File: src/rtl/cnn_pkg.sv
// Shared CNN definitions: sample width, signed sample type and feature-map geometry.
package cnn_pkg;

    localparam int DATA_BITS     = 12;
    localparam int FM_IN_WIDTH   = 8;
    localparam int FM_IN_HEIGHT  = 8;
    localparam int FM_OUT_WIDTH  = 4;
    localparam int FM_OUT_HEIGHT = 4;
    localparam int NUM_CHANNELS  = 3;

    typedef logic signed [DATA_BITS-1:0] sample_t;

endpackage

File: src/rtl/maxpool_relu_pool_channel.sv
// One channel of the 2x2 max-pool: pixel hold register, half-width line buffer,
// three-way signed compare and optional ReLU (enabled by MAXPOOL_RELU_EN).
module pool_channel
    import cnn_pkg::*;
#(
    parameter int IN_WIDTH  = FM_IN_WIDTH,
    parameter int DATA_BITS = cnn_pkg::DATA_BITS,
    parameter int IDX_W     = (IN_WIDTH / 2 > 1) ? $clog2(IN_WIDTH / 2) : 1
) (
    input  logic                        clk,
    input  logic                        rst_n,
    input  logic                        hold_en,
    input  logic                        lb_wr_en,
    input  logic                        out_en,
    input  logic [IDX_W-1:0]            lb_idx,
    input  logic signed [DATA_BITS-1:0] data_in,
    output logic signed [DATA_BITS-1:0] data_out
);

    function automatic logic signed [DATA_BITS-1:0] smax(
        input logic signed [DATA_BITS-1:0] a,
        input logic signed [DATA_BITS-1:0] b
    );
        return (a > b) ? a : b;
    endfunction

    logic signed [DATA_BITS-1:0] hold_r;
    logic signed [DATA_BITS-1:0] linebuf_r [IN_WIDTH/2];
    logic signed [DATA_BITS-1:0] data_out_r;
    logic signed [DATA_BITS-1:0] pair_max_s;
    logic signed [DATA_BITS-1:0] win_max_s;
    logic signed [DATA_BITS-1:0] result_s;

    // Compare tree: horizontal pair first, then against the row-above pair.
    always_comb begin
        pair_max_s = smax(hold_r, data_in);
        win_max_s  = smax(linebuf_r[lb_idx], pair_max_s);
`ifdef MAXPOOL_RELU_EN
        if (win_max_s[DATA_BITS-1]) begin
            result_s = {DATA_BITS{1'b0}};
        end else begin
            result_s = win_max_s;
        end
`else
        result_s = win_max_s;
`endif
    end

    // Window storage; contents are don't-care after reset and always rewritten before use.
    always_ff @(posedge clk) begin
        if (hold_en) begin
            hold_r <= data_in;
        end
        if (lb_wr_en) begin
            linebuf_r[lb_idx] <= pair_max_s;
        end
    end

    // Registered pooled result, held until the next window completes.
    always_ff @(posedge clk) begin
        if (!rst_n) begin
            data_out_r <= {DATA_BITS{1'b0}};
        end else if (out_en) begin
            data_out_r <= result_s;
        end
    end

    assign data_out = data_out_r;

endmodule

File: src/rtl/maxpool_relu.sv
// Streaming 2x2/stride-2 max-pool (+ ReLU when MAXPOOL_RELU_EN is defined) for three channels.
// Owns the raster counters, window-position decode and the valid_out/frame_done pulses.
module maxpool_relu
    import cnn_pkg::*;
#(
    parameter int IN_WIDTH  = FM_IN_WIDTH,
    parameter int IN_HEIGHT = FM_IN_HEIGHT,
    parameter int DATA_BITS = cnn_pkg::DATA_BITS
) (
    input  logic                        clk,
    input  logic                        rst_n,
    input  logic                        valid_in,
    input  logic signed [DATA_BITS-1:0] data_in_1,
    input  logic signed [DATA_BITS-1:0] data_in_2,
    input  logic signed [DATA_BITS-1:0] data_in_3,
    output logic                        valid_out,
    output logic signed [DATA_BITS-1:0] data_out_1,
    output logic signed [DATA_BITS-1:0] data_out_2,
    output logic signed [DATA_BITS-1:0] data_out_3,
    output logic                        frame_done
);

    localparam int COL_W = $clog2(IN_WIDTH);
    localparam int ROW_W = $clog2(IN_HEIGHT);
    localparam int IDX_W = (IN_WIDTH / 2 > 1) ? $clog2(IN_WIDTH / 2) : 1;

    logic [COL_W-1:0] col_r;
    logic [ROW_W-1:0] row_r;
    logic             valid_out_r;
    logic             frame_done_r;
    logic             last_col_s;
    logic             last_row_s;
    logic             hold_en_s;
    logic             lb_wr_en_s;
    logic             out_en_s;
    logic [IDX_W-1:0] lb_idx_s;

    // Window-position decode shared by all three channels.
    always_comb begin
        last_col_s = (col_r == COL_W'(IN_WIDTH - 1));
        last_row_s = (row_r == ROW_W'(IN_HEIGHT - 1));
        hold_en_s  = valid_in & ~col_r[0];
        lb_wr_en_s = valid_in &  col_r[0] & ~row_r[0];
        out_en_s   = valid_in &  col_r[0] &  row_r[0];
        lb_idx_s   = IDX_W'(col_r >> 1);
    end

    // Raster counters and output strobes; reset also cancels a pending pulse.
    always_ff @(posedge clk) begin
        if (!rst_n) begin
            col_r        <= {COL_W{1'b0}};
            row_r        <= {ROW_W{1'b0}};
            valid_out_r  <= 1'b0;
            frame_done_r <= 1'b0;
        end else begin
            valid_out_r  <= out_en_s;
            frame_done_r <= out_en_s & last_row_s & last_col_s;
            if (valid_in) begin
                if (last_col_s) begin
                    col_r <= {COL_W{1'b0}};
                    row_r <= last_row_s ? {ROW_W{1'b0}} : row_r + ROW_W'(1);
                end else begin
                    col_r <= col_r + COL_W'(1);
                end
            end
        end
    end

    assign valid_out  = valid_out_r;
    assign frame_done = frame_done_r;

    pool_channel #(.IN_WIDTH(IN_WIDTH), .DATA_BITS(DATA_BITS), .IDX_W(IDX_W)) u_ch1 (
        .clk(clk), .rst_n(rst_n), .hold_en(hold_en_s), .lb_wr_en(lb_wr_en_s),
        .out_en(out_en_s), .lb_idx(lb_idx_s), .data_in(data_in_1), .data_out(data_out_1)
    );

    pool_channel #(.IN_WIDTH(IN_WIDTH), .DATA_BITS(DATA_BITS), .IDX_W(IDX_W)) u_ch2 (
        .clk(clk), .rst_n(rst_n), .hold_en(hold_en_s), .lb_wr_en(lb_wr_en_s),
        .out_en(out_en_s), .lb_idx(lb_idx_s), .data_in(data_in_2), .data_out(data_out_2)
    );

    pool_channel #(.IN_WIDTH(IN_WIDTH), .DATA_BITS(DATA_BITS), .IDX_W(IDX_W)) u_ch3 (
        .clk(clk), .rst_n(rst_n), .hold_en(hold_en_s), .lb_wr_en(lb_wr_en_s),
        .out_en(out_en_s), .lb_idx(lb_idx_s), .data_in(data_in_3), .data_out(data_out_3)
    );

endmodule

File: config.mk
export PLATFORM = sky130hd
export DESIGN_NAME = maxpool_relu
export DESIGN_NICKNAME = d
export VERILOG_FILES = /design/src/rtl/cnn_pkg.sv /design/src/rtl/maxpool_relu_pool_channel.sv /design/src/rtl/maxpool_relu.sv
export SDC_FILE = /design/constraint.sdc
export NUM_CORES = 1
export LEC_CHECK = 0
export BUFFER_PORTS_ARGS = -buffer_cell sky130_fd_sc_hd__buf_2
export CELL_PAD_IN_SITES_DETAIL_PLACEMENT = 1
export CELL_PAD_IN_SITES_GLOBAL_PLACEMENT = 2
export CORE_MARGIN = 4
export CORE_UTILIZATION = 30
export CTS_BUF_LIST = sky130_fd_sc_hd__clkbuf_2 sky130_fd_sc_hd__clkbuf_4 sky130_fd_sc_hd__clkbuf_8
export CTS_CLUSTER_SIZE = 10
export DETAILED_ROUTE_END_ITERATION = 10
export GPL_ROUTABILITY_DRIVEN = 0
export PLACE_DENSITY_LB_ADDON = 0.1
export SETUP_SLACK_MARGIN = 0.1
export SLEW_MARGIN = 25
export SYNTH_ARGS = -nofsm -noshare
export SYNTH_HDL_FRONTEND = slang
export SYNTH_SLANG_ARGS = --single-unit
File: constraint.sdc
create_clock -name clk -period 14.8 [get_ports clk]
set_input_delay 2.22 -clock clk [delete_from_list [all_inputs] [get_ports clk]]
set_output_delay 2.22 -clock clk [all_outputs]
set_load 0.01 [all_outputs]
==> flow_summary.ini, run 1 <==
[run_status]
status = completed

[timing]
fin_crit_sh = 0.482
timing.final.ws_setup_ns = 7.66
fin_crit_ns = 7.14
maxSlewViolCount = 0
skew_ns = 0.0386
rsz0062_at_grt = false
setup_violations = 0
slew_headroom = 0.354
max_freq_mhz = 140
finalHoldViolCount = 0
tightest_slew_ns = 0.944
setup_tns_ns = 0
holdWs_ns = 0.466

[floorplan]
die_w_um = 207
initial_core_util = 0.306
core_area_um2 = 39000
dieArea_um2 = 43000
num_rows = 72
ios = 77
die_h_um = 207

[synth]
syn_inst = 951
yosys-top-cells-area = edfxtp_1 45%, ha_1 8.0%, dfxtp_1 7.7%, mux4_2 6.6%, a22oi_1 3.0%
synth_most_common_cell = edfxtp_1
syn_area_um2 = 11900
synth_ff_type = edfxtp_1
yosys_warnings = 0
yosysTopAreaCellShare = 0.453
ys_ff_latch = 226
synth_cell_types = 64
synth_commonest_cells = 180 x edfxtp_1, 76 x ha_1, 76 x inv_1
syn_nets = 1066
async_flop_share = 0
yosysSeqAreaShare = 0.531
synth_top_area_cell = edfxtp_1
synth_edf_count = 180
syn_area_per_cell_um2 = 12.5

[cts]
clock_latency_ns = 0.60
root_buffer = clkbuf_8
h-tree-depth = 2
ctsResizeCount = 0
path_clk_slew_ns = 0.05
cts_made_buffers = 46
cts_setup_buffers = 0
clock-sinks = 226
cts_tree = done
cts_buffer_depth = 3
ctsHoldBuffers = 0

[routing]
route.detailed.drc = 0
vias = 8287
avgRoutedWirePerCell_um = 20.7
drt-total-wl_mm = 32.9
vias_per_cell = 5.22
dr.pass1.iters = 4
first_iter_violations = 345
drtAntennaViolNets = 0

[job]
maxCapViolCount = 0

[finish]
layout.nets = 1150
syn2layout_area_growth_pct = 16.6
final_util = 0.356
num-fill-cells = 4195
drive_gt1_frac = 0.240
antenna_cells = 0

[pwr]
combinationalPowerShare = 0.155
swShare = 0.269
p_seq_frac = 0.421
peakVddDrop_uv = 65.6
p_total_mw = 1.73
leakage_nw = 5.18
p_int_mw = 1.27
power.density_nw_per_um2 = 125
clockPowerShare = 0.424
p_sw_mw = 0.466

[hold_path]
min_to = row_r[2]
worstHoldPathCells = 2
min_path_type = register to register
worstHoldStart = row_r[2]

[setup_path]
start_kind = input port
worstPathRequired_ns = 15.24
path_max_fanout = 29
r2r_end = u_ch3.data_out[7]
crit_type = input port to register
r2r_slack_ns = 8.95
reg2reg_from = u_ch3.hold_r[11]
critPathLaunch = data_in_3[11]
arrival_ns = 7.58
reg2regPathDepth = 15
endpoint_kind = register

[global_routing]
grt_use_total = 0.152
grt_pass1_wl_mm = 52.2
grt_pass1_vias = 8882
gr-total-overflow = 0
antenna_found_initial = 0
grt_max_degree = 47

[placement]
place_hpwl_mm = 22.8
dp_slack_ns = 6.79
numPortBuffers = 76
## worst max-delay path, stage by stage
cell       delay [ns]
buf_2            0.11
inv_1            0.05
ha_1             0.90
nand4_2          0.58
nor2_1           0.38
o22ai_2          0.35
a311oi_4         0.74
a211oi_2         0.22
nor2b_1          0.18
ha_1             0.32
nand3_1          0.11
or3_1            0.39
a2bb2oi_1        0.17
buf_4            0.19
and3_1           0.21
a221oi_1         0.31
a22oi_1          0.11
## power by group through the flow
stage / registers, mW / clock network (mW) / logic [mW]
5_1_grt: 0.732 / 0.799 / 0.306
4_1_cts: 0.731 / 0.765 / 0.274
3_5_place_dp: 0.744 / 0 / 0.272
2_1_floorplan: 0.738 / 0 / 0.196
6_report: 0.730 / 0.736 / 0.268
3_3_place_gp: 0.744 / 0 / 0.269
## layout make-up
type / count / area, µm² / area share
tap: 518 / 648 / 0.0466
clock inverter: 14 / 198 / 0.0142
sequential: 226 / 6330 / 0.455
clock buffer: 69 / 843 / 0.0607
inverter: 76 / 285 / 0.0205
multi-input combinational: 594 / 5110 / 0.367
timing repair buffer: 91 / 493 / 0.0355
## kinds of logic (layout without fill, tap and decap cells)
family / Yosys count / after routing / share of synthesized area
AND/OR/NAND/NOR: 218 / 218 / 0.102
buffers and inverters: 131 / 250 / 0.0466
flip-flops: 226 / 226 / 0.531
multiplexers: 40 / 40 / 0.0704
AO/OA/AOI/OAI: 260 / 260 / 0.171
adder cells (fa/ha/maj): 76 / 76 / 0.0797
## cell usage in the layout, fill, tap and decap left out, drive strengths merged, types with 18 or more instances in the layout
cell type / instances
edfxtp: 180
buf: 91
inv: 78
ha: 76
clkbuf: 69
a22oi: 47
a211oi: 47
dfxtp: 46
mux4: 35
o31ai: 33
nand3: 30
nand2: 30
a21oi: 30
nor2: 29
and3: 28
o21ai: 26
nand2b: 19
nor3: 18
## sequential cells by signal, summed over array words and instances, names as in the netlist, named ones only
name	cells
u_ch3.hold_r	12
row_r	3
u_ch2.hold_r	12
u_ch2.data_out	12
u_ch1.data_out	12
u_ch2.linebuf_r	48
u_ch3.data_out	12
valid_out	1
u_ch1.linebuf_r	48
u_ch1.hold_r	12
u_ch3.linebuf_r	48
frame_done	1
col_r	3
## stage by stage
stage | area (µm²) | cells
detailed placement | 12800 | 1505
global route | 13900 | 1588
finish | 13900 | 1588
floorplan | 11900 | 951
CTS | 13900 | 1588
global placement | 12800 | 1505
## per-layer routing
layer  up-vias  wire [µm]  share of wire  GRT usage
met3        59       1140          0.035     0.0272
met4         0        888          0.027     0.0534
met1      4181      15500           0.47      0.207
met5         -          0              0          0
met2       127      15500           0.47      0.244
li1       3920          -              -          -
## worst max path at each step
stage	slack, ns	cells past startpoint	end
2_1_floorplan	8.35	3	u_ch1.linebuf_r[0][0]
3_3_place_gp	7.00	17	u_ch3.data_out[4]
3_5_place_dp	6.79	17	u_ch3.data_out[9]
4_1_cts	7.47	17	u_ch3.data_out[9]
5_1_grt	7.30	16	u_ch3.data_out[9]
6_report	7.66	17	u_ch3.data_out[7]
No activity file was read; power rests on OpenSTA's default activity.
==> run 2, diff against run 1 <==
--- a/config.mk
+++ b/config.mk
@@ -5,6 +5,7 @@
 export SDC_FILE = /design/constraint.sdc
 export NUM_CORES = 1
 export LEC_CHECK = 0
+export ABC_AREA = 1
 export BUFFER_PORTS_ARGS = -buffer_cell sky130_fd_sc_hd__buf_2
 export CELL_PAD_IN_SITES_DETAIL_PLACEMENT = 1
 export CELL_PAD_IN_SITES_GLOBAL_PLACEMENT = 2
==> constraint.sdc (replaced) <==
create_clock -name clk -period 6.1 [get_ports clk]
set_input_delay 0.915 -clock clk [delete_from_list [all_inputs] [get_ports clk]]
set_output_delay 0.915 -clock clk [all_outputs]
set_load 0.01 [all_outputs]
==> run 2 against run 1 <==
  * Worst hold slack got worse by 0.0016 ns
  * Flip-flop and latch count unchanged
  * Non-clock buffer count decreased by 3
  * Sequential power increased by 140%
  * Critical path depth increased by 6
  * Synthesized cell count increased by 26%
  * First-iteration DRC count decreased by 20%
  * Setup slack got worse by 5.8 ns
==> flow_summary.ini, run 2 <==
[cts]
cts_made_buffers = 43
root_buffer = clkbuf_8
ctsResizeCount = 0
clock-sinks = 226
path_clk_slew_ns = 0.06
clock_latency_ns = 0.58
cts_buffer_depth = 3
cts_tree = done
cts_setup_buffers = 0
h-tree-depth = 2
ctsHoldBuffers = 0

[setup_path]
path_max_fanout = 24
critPathTopFamily = simple AND/OR/NAND/NOR gates
endpoint_kind = register
worstPathRequired_ns = 6.53
arrival_ns = 4.70
r2r_slack_ns = 1.87
slowest_delay_ns = 0.45
r2r_end = u_ch2.data_out[8]
reg2reg_from = u_ch2.hold_r[11]
crit_type = input port to register
worstPathCellList = buf_2 > inv_1 > ha_1 > nand2_1 > inv_1 > nand2_2 > nor2_4 > nand4_2 > nand3_2 > nand2_1 > nand2_1 > inv_1 > ha_1 > nand2_1 > nor2_1 > and2_2 > nand2_2 > nand4_1 > nand3_4 > nor2_1 > nor2_1 > nand2_1 > a21oi_2
crit_top_cell = nand2_1
reg2regPathDepth = 21
start_kind = input port
cp.buffers_inverters = 4
critPathSlowestCell = nand3_2

[hold_path]
worstHoldPathCells = 2
min_path_type = register to register
worstHoldStart = u_ch3.data_out[1]
min_to = u_ch3.data_out[1]

[timing]
slew_headroom = 0.478
max_freq_mhz = 234
rsz0062_at_grt = false
fin_crit_ns = 4.28
finalHoldViolCount = 0
tightest_slew_ns = 0.783
setup_tns_ns = 0
fin_crit_sh = 0.701
setup_violations = 0
maxSlewViolCount = 0
skew_ns = 0.0245

[run_status]
status = completed

[floorplan]
dieArea_um2 = 41700
die_h_um = 204
core_area_um2 = 37800
num_rows = 71
ios = 77
initial_core_util = 0.305
die_w_um = 204

[finish]
layout_common_cells = 258 x nand2_1, 180 x edfxtp_1, 154 x nor2_1
num-fill-cells = 4418
seq_area_um2 = 6330
drive_gt1_frac = 0.187
layout.nets = 1396
multiInputGateArea_um2 = 4460
stdcell_area_um2 = 13300
final_common_cell = nand2_1
syn2layout_area_growth_pct = 15.0
final_util = 0.351
reg.largest.list = u_ch1.linebuf_r x48, u_ch2.linebuf_r x48, u_ch3.linebuf_r x48
antenna_cells = 0

[synth]
synth_ff_type = edfxtp_1
syn_area_um2 = 11600
syn_inst = 1196
synth_commonest_cells = 258 x nand2_1, 180 x edfxtp_1, 155 x nor2_1
yosysTopAreaCellShare = 0.468
yosys-top-cells-area = edfxtp_1 47%, nand2_1 8.4%, ha_1 8.2%, dfxtp_1 8.0%, nor2_1 5.0%
ys_ff_latch = 226
yosys_warnings = 0
synth_cell_types = 36
syn_nets = 1311
synth_most_common_cell = nand2_1
async_flop_share = 0
syn_area_per_cell_um2 = 9.66
synth_top_area_cell = edfxtp_1
synth_edf_count = 180
yosysSeqAreaShare = 0.547

[routing]
dr.pass1.iters = 4
vias = 8501
avgRoutedWirePerCell_um = 17.0
drt-total-wl_mm = 31.0
route.detailed.drc = 0
drtAntennaViolNets = 0
first_iter_violations = 275
vias_per_cell = 4.66

[pwr]
peakVddDrop_uv = 160
leakage_nw = 5.60
power.density_nw_per_um2 = 309
p_total_mw = 4.11

[global_routing]
grt_pass1_vias = 9180
gr-total-overflow = 0
grt_max_degree = 73
grt_pass1_wl_mm = 50.0
grt_use_total = 0.151
antenna_found_initial = 0

[placement]
place_hpwl_mm = 20.8
placed_area_um2 = 12400
numPortBuffers = 76

[job]
maxCapViolCount = 0
-- run 2: changes by cell type after synthesis, moves of 30 or more --
cell	before	now
a22oi_1	47	0
inv_1	76	131
mux4_2	35	0
nand2_1	30	258
nand3_2	0	32
nor2_1	29	155
o21ai_0	15	68
o22ai_1	3	33
o31ai_1	33	0
-- run 2: how the worst max path moves through the flow --
stage | to | startpoint | slack, ns | cells after the start
4_1_cts | u_ch2.data_out[8] | u_ch2.hold_r[11] | 1.82 | 21
3_5_place_dp | u_ch2.data_out[1] | data_in_2[11] | 1.20 | 23
3_3_place_gp | u_ch2.data_out[9] | data_in_2[11] | 1.25 | 23
2_1_floorplan | u_ch1.linebuf_r[0][0] | valid_in | 2.11 | 2
5_1_grt | u_ch2.data_out[11] | data_in_2[11] | 1.40 | 23
6_report | u_ch2.data_out[8] | data_in_2[11] | 1.82 | 23
-- run 2: area by class of cell --
| cell class | count | share of cell area |
|---|---|---|
| repair buffers | 88 | 0.0354 |
| clock buffers | 63 | 0.0582 |
| well taps | 511 | 0.0481 |
| inverters | 132 | 0.0373 |
| flip-flops and latches | 226 | 0.476 |
| clock inverters | 15 | 0.00913 |
| multi-input cells | 790 | 0.336 |
-- run 2: metrics by stage --
step | instances | hold slack, ns | worst slack, ns
6_report | 1825 | 0.464 | 1.82
5_1_grt | 1825 | 0.492 | 1.40
4_1_cts | 1825 | 0.466 | 1.82
3_5_place_dp | 1747 | 0.457 | 1.20
3_3_place_gp | 1747 | 0.456 | 1.25
2_1_floorplan | 1196 | 0.458 | 2.11
-- run 2: cells by family (layout without fill, tap and decap cells) --
group / count (synthesis) / after routing / share of synthesized area
AO/OA/AOI/OAI: 175 / 175 / 0.0915
flip-flops: 226 / 226 / 0.547
AND/OR/NAND/NOR: 539 / 539 / 0.209
adder cells (fa/ha/maj): 76 / 76 / 0.0823
buffers and inverters: 180 / 298 / 0.0697
-- run 2: metal layers --
layer	vias up	wire length, µm	global-route usage
met5	-	0	0
met1	4147	14600	0.198
met3	48	844	0.0251
met4	0	620	0.0457
met2	89	15000	0.256
li1	4217	-	-
-- run 2: worst reg2reg max path: cells and delay by family (launching register included) --
| kind | cells | cell delay, ns |
|---|---|---|
| AND/OR/NAND/NOR | 16 | 2.77 |
| adder cells (fa/ha/maj) | 2 | 0.73 |
| flip-flops | 1 | 0.42 |
| buffers and inverters | 2 | 0.13 |
| AO/OA/AOI/OAI | 1 | 0.05 |
-- run 2: where the power goes --
group | leakage, nW | internal, mW | switching, mW
clock | 0.471 | 0.897 | 0.658
sequential | 2.03 | 1.75 | 0.0186
combinational | 3.10 | 0.243 | 0.544
